File: src/rtl/ds_mod1.sv
// First-order error-feedback delta-sigma modulator: signed n-bit samples in,
// 1-bit pulse-density stream out, density (in + 2^(n-1)) / 2^n.
module ds_mod1 #(
  parameter int n = 4
) (
  input  logic         clk,
  input  logic         clr,
  input  logic [n-1:0] in,
  output logic         out
);

  logic [n-1:0] u_s;
  logic [n:0]   sum_s;
  logic [n-1:0] acc_q;
  logic [n-1:0] acc_d;
  logic         out_q;
  logic         out_d;

  // Two's complement to offset binary is just an MSB flip.
  function automatic logic [n-1:0] offset_bin(input logic [n-1:0] x);
    logic [n-1:0] r;
    r        = x;
    r[n-1]   = ~x[n-1];
    return r;
  endfunction

  // Accumulate the offset sample; the carry out is the pulse, the wrapped sum is the residual error.
  always_comb begin
    u_s   = offset_bin(in);
    sum_s = {1'b0, acc_q} + {1'b0, u_s};
    acc_d = sum_s[n-1:0];
    out_d = sum_s[n];
  end

  // Accumulator and output register, cleared asynchronously while clr is low.
  always_ff @(posedge clk or negedge clr) begin
    if (!clr) begin
      acc_q <= {n{1'b0}};
      out_q <= 1'b0;
    end else begin
      acc_q <= acc_d;
      out_q <= out_d;
    end
  end

  assign out = out_q;

endmodule

File: config.mk
export PLATFORM = sky130hd
export DESIGN_NAME = ds_mod1
export DESIGN_NICKNAME = d
export VERILOG_FILES = /design/src/rtl/ds_mod1.sv
export SDC_FILE = /design/constraint.sdc
export NUM_CORES = 1
export LEC_CHECK = 0
export ABC_AREA = 1
export ABC_CLOCK_PERIOD_IN_PS = 1700
export CAP_MARGIN = 20
export CORE_AREA = 8 8 45 47
export CTS_CLUSTER_SIZE = 12
export DETAILED_ROUTE_END_ITERATION = 12
export DIE_AREA = 0 0 53 55
export GPL_TIMING_DRIVEN = 0
export PLACE_DENSITY = 0.51
export SLEW_MARGIN = 25
export SYNTH_ARGS = -nofsm -noshare
export SYNTH_HDL_FRONTEND = slang
export SYNTH_SLANG_ARGS = --single-unit
File: constraint.sdc
create_clock -name clk -period 1.7 [get_ports clk]
set_input_delay 0.34 -clock clk [delete_from_list [all_inputs] [get_ports clk]]
set_output_delay 0.34 -clock clk [all_outputs]
set_load 0.01 [all_outputs]
==> flow_metrics.py <==
metrics = {
    "routing": {
        "ant_nets": 0,
        "avgRoutedWirePerCell_um": 8.281,
        "drt_pass1_iterations": 2,
        "wl_um": 472,
        "vias": 214,
        "drc": 0,
        "via_per_inst": 3.754,
        "drtIter0Drc": 2,
    },
    "cells_and_area": {
        "ff_latch_area_um2": 125.1,
        "mostFrequentLayoutCells": "inv_1 (8), clkdlybuf4s50_1 (6), nand2_1 (5), dfrtp_1 (5), ha_1 (4)",
        "syn_to_final_growth_pct": 37.12,
        "fill_cells": 153,
        "num_antenna_cells": 0,
        "final_common_cell": "inv_1",
        "finalNetCount": 53,
        "multi_input_area_um2": 131.4,
        "drive_above_1_share_pct": 7.317,
        "instances_no_fill": 57,
        "postLayoutCellArea_um2": 392.9,
    },
    "floorplan": {
        "boundaryPins": 7,
        "num_rows": 14,
        "initial_core_util_pct": 20.71,
        "fp.coreArea_um2": 1384,
        "die_y_um": 55,
        "die_x_um": 53,
        "die-area_um2": 2915,
    },
    "pwr": {
        "p_leak_nw": 0.2002,
        "powerDensity_nw_per_um2": 1575,
        "peakVddDrop_mv": 0.6187,
    },
    "synthesis": {
        "synth_cell_types": 10,
        "synth_area_leader_cell": "dfrtp_1",
        "syn-instance-count": 31,
        "yosysTopAreaCellShare_pct": 43.67,
        "postSynthAreaPerCell_um2": 9.243,
        "synth_top_cells_by_area": "dfrtp_1 (44%), ha_1 (17%), inv_1 (10%)",
        "syn_nets": 42,
        "synth_seq_cells": 5,
        "ys.warnings.count": 0,
        "netlist_area_um2": 286.5,
        "ys_seq_area_share_pct": 43.67,
    },
    "clock_tree": {
        "clk_pin_slew_ns": 0.04,
        "cts_tree": "built",
        "cts.sinks": 5,
        "cts_buffers": 3,
        "clk_path_buf_depth": 2,
        "cts_resized": 0,
        "post-cts-setup-buffers": 0,
        "post_cts_hold_buffer_count": 0,
        "h-tree-depth": 1,
        "clockRootBuffer": "clkbuf_4",
        "clk_latency_ns": 0.23,
    },
    "timing": {
        "maxSlewHeadroom_pct": 85.92,
        "hold_viol": 0,
        "timing.hold.ws_ns": 0.3185,
        "min_period_ns": 1.487,
        "fin_tns_setup_ns": 0,
        "rsz0062_at_grt": "false",
        "post-route-period-util_pct": 87.48,
        "clock_skew_ns": 0.002603,
        "max_clock_freq_ghz": 0.6724,
        "setup-violations-final": 0,
        "timing.final.ws_setup_ns": 0.2128,
        "tightest_slew_ns": 0.2105,
        "drv_slew": 0,
    },
    "critical_path": {
        "worstPathRequired_ns": 1.85,
        "setup.worst_path.start_class": "input port",
        "crit_type": "input port to flop",
        "critPathMaxFanout": 3,
        "end_kind": "flop",
        "crit_slowest_cell": "clkdlybuf4s50_1",
        "cp.arrival_ns": 1.64,
        "crit_buf_inv": 2,
        "cpLargestDelayFamily": "adder cells",
        "crit_chain": "clkdlybuf4s50_1 > ha_1 > inv_1 > fa_1 > o21ai_0",
        "worst_path_largest_cell_delay_ns": 0.46,
    },
    "place": {
        "place_hpwl_um": 394.9,
        "placed_area_um2": 366.6,
        "post-place-ws_ns": -0.05266,
        "dp_cells": 53,
        "gp_congestion": 0.7088,
        "port_buffers": 6,
    },
    "global_routing": {
        "grt.total_usage_pct": 4.231,
        "grt_max_degree": 6,
        "grt.overflow.total": 0,
        "grt_pass1_vias": 236,
        "grt_pass1_wl_um": 890,
        "antenna_found_initial": 0,
    },
    "hold_path": {
        "hold_path_class": "input port to async pin",
    },
    "job": {
        "maxCapViolations": 0,
    },
    "run_status": {
        "status": "completed",
    },
}
==> registers in the layout, summed over array words and instances, names as in the netlist <==
register / count
acc_q: 4
out: 1
==> through the flow <==
step           power (W)  util [%]
2_1_floorplan  0.0004065         -
3_3_place_gp   0.0004928     26.49
3_5_place_dp   0.0004898     26.49
4_1_cts        0.0006374     28.39
5_1_grt        0.0006902     28.39
6_report       0.0006188     28.39
==> path summary, 6_finish.rpt <==
path | startpoint | endpoint | slack, ns | cells after the start
max in group asynchronous | clr | acc_q[1]$_DFF_PN0_ | 1.20 | 1
min reg2reg | acc_q[0]$_DFF_PN0_ | acc_q[0]$_DFF_PN0_ | 0.48 | 1
max reg2reg | acc_q[0]$_DFF_PN0_ | out$_DFF_PN0_ | 0.47 | 4
max | in[0] | out$_DFF_PN0_ | 0.21 | 5
min | clr | acc_q[3]$_DFF_PN0_ | 0.32 | 1
min in group clk | acc_q[0]$_DFF_PN0_ | acc_q[0]$_DFF_PN0_ | 0.48 | 1
==> cell usage after synthesis <==
cell type	n
nand2_1	5
fa_1	1
a21oi_1	2
ha_1	4
dfrtp_1	5
nand3_1	3
nor2_1	1
xnor2_1	1
inv_1	8
o21ai_0	1
==> layout make-up <==
class	instances	share of cell area, %
repair buffers	6	15.29
multi-input cells	18	33.44
inverters	8	7.643
clock buffers	4	6.688
flip-flops and latches	5	31.85
well taps	16	5.096
==> power by group <==
| group | total, W | internal (W) | switching, W |
|---|---|---|---|
| clock network | 0.000131 | 0.0000884 | 0.0000429 |
| registers | 0.000203 | 0.000183 | 0.0000201 |
| logic | 0.000285 | 0.000137 | 0.000148 |
==> metal layers <==
layer | global-route usage (%) | up-vias | wire, um
li1 | - | 115 | -
met1 | 5.556 | 95 | 244
met2 | 5.078 | 4 | 207
met3 | 1.604 | 0 | 19
met4 | 3.879 | 0 | 0
met5 | 0 | - | 0
==> cells by family (layout without fill, tap and decap cells) <==
family / after synthesis / count (layout) / synth area share (%)
xor+xnor: 1 / 1 / 3.057
compound gates: 3 / 3 / 5.239
flops: 5 / 5 / 43.67
fa+ha+maj: 5 / 5 / 24.46
buf+inv: 8 / 18 / 10.48
simple gates: 9 / 9 / 13.10
(Power assumes the default switching activity.)
